**src/rtl/instr_fetch_seq.sv**
```systemverilog
// ----------------------------------------------------------------------------
// instr_fetch_seq
//
// Instruction fetch / execute sequencer. It owns the program counter, the
// instruction register, the micro-state register handed to the control unit,
// and the registered ALU status flags. A four-state FSM walks through
// FETCH -> (WAIT) -> EXEC ... EXEC -> FETCH, or parks in HALT until reset.
//
// Memory handshake: the sequencer raises mem_req with mem_addr = PC and holds
// both stable until memory answers. A fetch is accepted in exactly the cycle
// where mem_req and mem_valid are both high; mem_data is captured into IR on
// that edge. Memory may keep mem_valid high at any time; it only has an
// effect while mem_req is high.
//
// Ports
//   clock        in   rising-edge clock
//   reset        in   asynchronous active-low reset
//   mem_addr     out  fetch address (always the current PC)
//   mem_req      out  fetch request, high in FETCH and WAIT
//   mem_valid    in   memory response valid
//   mem_data     in   fetched instruction word
//   IR           out  instruction register
//   state        out  micro-state for the control unit
//   NS           in   next micro-state from the control unit, 0 = done
//   PC_FS        in   PC update select: 00 hold, 01 +4, 10 +k_offset*4, 11 load
//   k_offset     in   sign-extended branch offset in words
//   pc_in        in   absolute PC load value
//   status_load  in   capture status_in while executing
//   status_in    in   ALU flags N,Z,C,V
//   status       out  registered flags
//   halt         in   synchronous stop request
//   exec_en      out  high in EXEC, qualifies datapath writes
//   halted       out  high in HALT
//   o_fsm_state  out  FSM state (0 FETCH, 1 WAIT, 2 EXEC, 3 HALT)
// ----------------------------------------------------------------------------
module instr_fetch_seq #(
   parameter int              PC_W     = 64,
   parameter logic [PC_W-1:0] PC_RESET = '0
) (
   input  logic            clock,
   input  logic            reset,
   output logic [PC_W-1:0] mem_addr,
   output logic            mem_req,
   input  logic            mem_valid,
   input  logic [31:0]     mem_data,
   output logic [31:0]     IR,
   output logic [3:0]      state,
   input  logic [3:0]      NS,
   input  logic [1:0]      PC_FS,
   input  logic [PC_W-1:0] k_offset,
   input  logic [PC_W-1:0] pc_in,
   input  logic            status_load,
   input  logic [3:0]      status_in,
   output logic [3:0]      status,
   input  logic            halt,
   output logic            exec_en,
   output logic            halted,
   output logic [1:0]      o_fsm_state
);

   typedef enum logic [1:0] {
      S_FETCH = 2'd0,
      S_WAIT  = 2'd1,
      S_EXEC  = 2'd2,
      S_HALT  = 2'd3
   } fsm_t;

   localparam logic [PC_W-1:0] PC_STEP = PC_W'(4);

   fsm_t            r_fsm;
   logic [PC_W-1:0] r_pc;
   logic [31:0]     r_ir;
   logic [3:0]      r_state;
   logic [3:0]      r_status;
   // Remembers a halt request seen while a fetch or a multi-cycle instruction
   // was still in flight; honoured when the instruction completes.
   logic            r_halt_pend;

   logic            w_hs;
   logic [PC_W-1:0] w_pc_next;

   // mem_req is a decode of the state register, gated by reset so that it is
   // low while reset is held and rises in the same cycle reset is released.
   assign mem_req     = reset & ((r_fsm == S_FETCH) | (r_fsm == S_WAIT));
   assign w_hs        = mem_req & mem_valid;
   assign mem_addr    = r_pc;
   assign IR          = r_ir;
   assign state       = r_state;
   assign status      = r_status;
   assign exec_en     = (r_fsm == S_EXEC);
   assign halted      = (r_fsm == S_HALT);
   assign o_fsm_state = r_fsm;

   // PC update candidates; all arithmetic wraps modulo 2^PC_W.
   always_comb begin
      w_pc_next = r_pc;
      case (PC_FS)
         2'b00: w_pc_next = r_pc;
         2'b01: w_pc_next = r_pc + PC_STEP;
         2'b10: w_pc_next = r_pc + (k_offset << 2);
         2'b11: w_pc_next = pc_in;
      endcase
   end

   always_ff @(posedge clock or negedge reset) begin
      if (!reset) begin
         r_fsm       <= S_FETCH;
         r_pc        <= PC_RESET;
         r_ir        <= 32'd0;
         r_state     <= 4'd0;
         r_status    <= 4'd0;
         r_halt_pend <= 1'b0;
      end else begin
         case (r_fsm)
            S_FETCH: begin
               // A stop request seen here takes effect at once; a response
               // arriving in the same cycle is not captured.
               if (halt) begin
                  r_fsm <= S_HALT;
               end else if (w_hs) begin
                  r_ir    <= mem_data;
                  r_state <= 4'd0;
                  r_fsm   <= S_EXEC;
               end else begin
                  r_fsm <= S_WAIT;
               end
            end

            S_WAIT: begin
               if (halt) begin
                  r_halt_pend <= 1'b1;
               end
               if (w_hs) begin
                  r_ir    <= mem_data;
                  r_state <= 4'd0;
                  r_fsm   <= S_EXEC;
               end
            end

            S_EXEC: begin
               r_state <= NS;
               if (status_load) begin
                  r_status <= status_in;
               end
               if (NS == 4'd0) begin
                  // Instruction completes: the PC update always lands, even
                  // when the sequencer stops afterwards.
                  r_pc        <= w_pc_next;
                  r_halt_pend <= 1'b0;
                  if (halt || r_halt_pend) begin
                     r_fsm <= S_HALT;
                  end else begin
                     r_fsm <= S_FETCH;
                  end
               end else if (halt) begin
                  r_halt_pend <= 1'b1;
               end
            end

            S_HALT: begin
               r_fsm <= S_HALT;
            end
         endcase
      end
   end

endmodule

```
**config.mk**
```make
export PLATFORM = sky130hd
export DESIGN_NAME = instr_fetch_seq
export DESIGN_NICKNAME = d
export VERILOG_FILES = /design/src/rtl/instr_fetch_seq.sv
export SDC_FILE = /design/constraint.sdc
export NUM_CORES = 1
export LEC_CHECK = 0
export CORE_AREA = 2 2 149 151
export CTS_CLUSTER_DIAMETER = 30
export CTS_CLUSTER_SIZE = 24
export DETAILED_ROUTE_END_ITERATION = 10
export DIE_AREA = 0 0 151 153
export HOLD_SLACK_MARGIN = 0.12
export PLACE_DENSITY = 0.69
export SYNTH_ARGS = -nofsm -noshare
export SYNTH_HDL_FRONTEND = slang
export SYNTH_SLANG_ARGS = --single-unit
```
**constraint.sdc**
```tcl
create_clock -name clock -period 6.2 [get_ports clock]
set_clock_uncertainty 0.2 [all_clocks]
set_input_delay 0.93 -clock clock [delete_from_list [all_inputs] [get_ports clock]]
set_output_delay 0.93 -clock clock [all_outputs]
set_load 0.01 [all_outputs]
```
==> summary.md <==
| Metric | Value |
|---|---|
| Status | finished, final reports clean |
| Core ar. | roughly 0.021 sq mm |
| Fin worst setup slack | 778 ps |
| CTS buffer count | 9 |
| Synth Area in Adders | 9.79% |
| Mux cell area share after synthesis | 5.50% |
| P per Cell Area | 368 mW/mm^2 |
| Largest area contributor in the netlist | dfrtp_1 |
| Final ANT Viol Nets | 0 |
| #FFs+latches synth | 107 |
| Fill count | between 2,000 and 2,500 |
| Chip height | 153 um |
| Crit path capture type | flip-flop |
| FFs w/ async S/R, synth | 100% |
| Post-synthesis cell type count | 62 |
| HP Class | reg -> reg |
| Internal reg-to-reg setup slack | 2350 ps |
| Clock network fraction of design power | 13.4% |
| Post-CTS sizing | 0 |
| Post-synth EDFFs | 0 |
| Ys flop type | dfrtp_1 |
| Endpoints failing setup | 0 |
| Layout cells sized above 1 | 6.14% |
| Synth top area share | 31.4% |
| Total power | 4.35 mW |
| Cell Area, Placed | 0.0115 sq mm |
| Hpwl dp | approximately 21,000 um |
| Final Hold Viols | 0 |
| Io pins | 284 |
| Clock slew at reported path FFs | 80 ps |
| Synth Instances | roughly 1,100 |
| Total congestion overflow | 0 |
| Crit-path max cell delay | 600 ps |
| Via density per instance | 5.37 |
| Arrival time worst endpoint | 5450 ps |
| Compound-cell area share of the yosys netlist | 23.6% |
| Cell Int Power | 2.58 mW |
| Setup TNS | 0 ps |
| CTS sink count | 107 |
| DRC | 0 |
| Min Tclk post-route | 5420 ps |
| XOR/XNOR share of the synthesized area | 5.45% |
| CP Class | in -> reg |
| Htree depth | 3 |
| Sequence of cells on the critical path | clkdlybuf4s50_1, nor2b_4, buf_4, and2_1, ha_1, o21ai_0, nor2_1, o311ai_1, o2bb2ai_1, o21ai_0, o21ai_1, a31oi_1, o21ai_1, xnor2_1, o21ai_0 |
| FMAX | 0.184 GHz |
| Synthesized area | 0.00852 sq mm |
| Ys Warns | 0 |
| Comb pwr share | a little under three fifths |
| Root Driver | clkbuf_16 |
| CP required | 6230 ps |
| Global-route wire length before repair | ~44,000 um |
| Largest net degree at the start of global routing | 61 |
| Most used cell, CP | o21ai_0 |
| Simple-gate share of the synthesized area | 20.9% |
| Clock Path Buffers | 2 |
| VDD IR-drop max | about 0.16 mV |
| Worst-margin pin slew | about 800 ps |
| DR vias | 8,503 |
| CP max-delay cell | clkdlybuf4s50_1 |
| GP Congestion | 0.932 |
| Gr usage total | 24.0% |
| Area contributors post-synth | dfrtp_1, ha_1, a21oi_1, nand2_1, o21ai_0 |
| Top post-synthesis cells by count | a21oi_1, nand2_1, dfrtp_1 |
| Main combinational cell family by area after synthesis | compound AO/OA/AOI/OAI gates |
| Sw Pwr | 1.77 mW |
| Slew margin rel. | 45.2% |
| Synth Area per Inst | approximately 8.1 sq um |
| Switching share of power | 40.7% |
| Clock Latency Late Sink | 360 ps |
| Unrepaired setup endpoints after global routing | false |
| Syn_nets | between 1,000 and 1,500 |
| Critical Path Start Type | primary input |
| DR iter-0 viols | 588 |
| Area of the die | 0.0231 sq mm |
| CTS tree | yes |
| DR pass1 iterations | 5 |
| Initial antenna violation count | 1 |
| Die width | 151 um |
| Max-capacitance violation count | 0 |
| Final count of pins violating max slew | 0 |
| P&R area growth vs syn | 38.9% |
| Most common cell in the synthesized netlist | a21oi_1 |
| Sequential share of power | between 20% and 30% |
| Number of global-route vias before repair | 8,283 |
| Final net count | 1,539 |
| Static Leak | about 5.2 nW |
| Largest delay contributor family on the critical path | compound AO/OA/AOI/OAI gates |
| Crit Path Max Fanout | 28 |
| Worst slack, placed | around 500 ps |
| WP buf/inv | 2 |
| Final period utilization | 87.4% |
| Setup repair bufs after CTS | 0 |
| Sequential area share after synthesis | around a third |
| Rows | 54 |
| Design Area, Final | 0.0118 sq mm |
| Avg WL per Cell | 17.5 um |
| Number of port buffers | 281 |
| Initial core utilization | 39.6% |
| Routed WL | ~28,000 um |
| Cts hold-fix bufs | 0 |
==> worst min-delay path, delay by kind of cell (launching register included) <==
family	cells	cell delay (ps)
flops	1	350
simple gates	1	40
compound gates	1	60
==> routing by layer <==
| metal | track usage [%] | vias up | wire length [um] |
|---|---|---|---|
| li1 | - | 4227 | - |
| met1 | 33.5 | 3984 | 12700 |
| met2 | 39.4 | 258 | 13200 |
| met3 | 2.39 | 34 | 1400 |
| met4 | 6.85 | 0 | 541 |
| met5 | 0 | - | 0 |
==> flip-flops by register name (all words and copies together), names as in the netlist <==
name and cells:
o_fsm_state 2, state 4, r_halt_pend 1, status 4
mem_addr 64, IR 32
==> per-stage QoR <==
stage / cells / utilization [%] / hold slack, ps
after floorplan: 1055 / - / 293
after global placement: 1567 / 53.7 / 264
after detailed placement: 1567 / 53.7 / 275
after CTS: 1583 / 55.0 / 294
after global routing: 1584 / 55.1 / 321
final: 1584 / 55.1 / 283
==> final timing paths <==
path	start	end	cells after the start
max in group asynchronous	reset	IR[12]	2
hold / removal	state[2]	state[2]	2
hold reg to reg	state[2]	state[2]	2
setup / recovery	PC_FS[1]	mem_addr[61]	15
setup reg to reg	mem_addr[3]	mem_addr[61]	11
min in group asynchronous	reset	mem_addr[26]	1
==> power by group through the flow <==
stage / Clock, mW / Combinational (mW) / Sequential [mW]
global placement: 0 / 2.46 / 1.27
floorplan: 0 / 1.27 / 1.38
global route: 0.623 / 2.75 / 1.32
finish: 0.584 / 2.50 / 1.27
CTS: 0.598 / 2.51 / 1.27
detailed placement: 0 / 2.49 / 1.28
==> cells in the final DEF (no fill, tap or decap), types with 13 or more instances in the layout <==
| cell type | instances |
|---|---|
| clkdlybuf4s50_1 | 280 |
| a21oi_1 | 142 |
| nand2_1 | 136 |
| dfrtp_1 | 107 |
| o21ai_0 | 90 |
| nor2_1 | 89 |
| ha_1 | 65 |
| and2_1 | 63 |
| mux2_2 | 38 |
| a21o_1 | 29 |
| xor2_1 | 27 |
| xnor2_1 | 26 |
| nand3_1 | 19 |
| nand4_1 | 17 |
| inv_1 | 13 |
| and3_1 | 13 |
| a31oi_1 | 13 |
==> layout make-up <==
cell class / count / area [sq um] / area share, %
multi-input cells: 876 / 5580 / 47.1
flip-flops and latches: 107 / 2680 / 22.6
diodes: 1 / 2.50 / 0.0212
clock buffers: 10 / 229 / 1.94
clock inverters: 6 / 58.8 / 0.497
repair buffers: 291 / 2890 / 24.4
inverters: 13 / 48.8 / 0.413
well taps: 280 / 350 / 2.96
==> cells by family after synthesis <==
family | Yosys count
AND/OR/NAND/NOR | 378
AO/OA/AOI/OAI | 337
flip-flops | 107
buffers and inverters | 72
adder cells (fa/ha/maj) | 66
XOR/XNOR | 53
multiplexers | 42
Note: power is estimated with default switching activity, not from simulation.
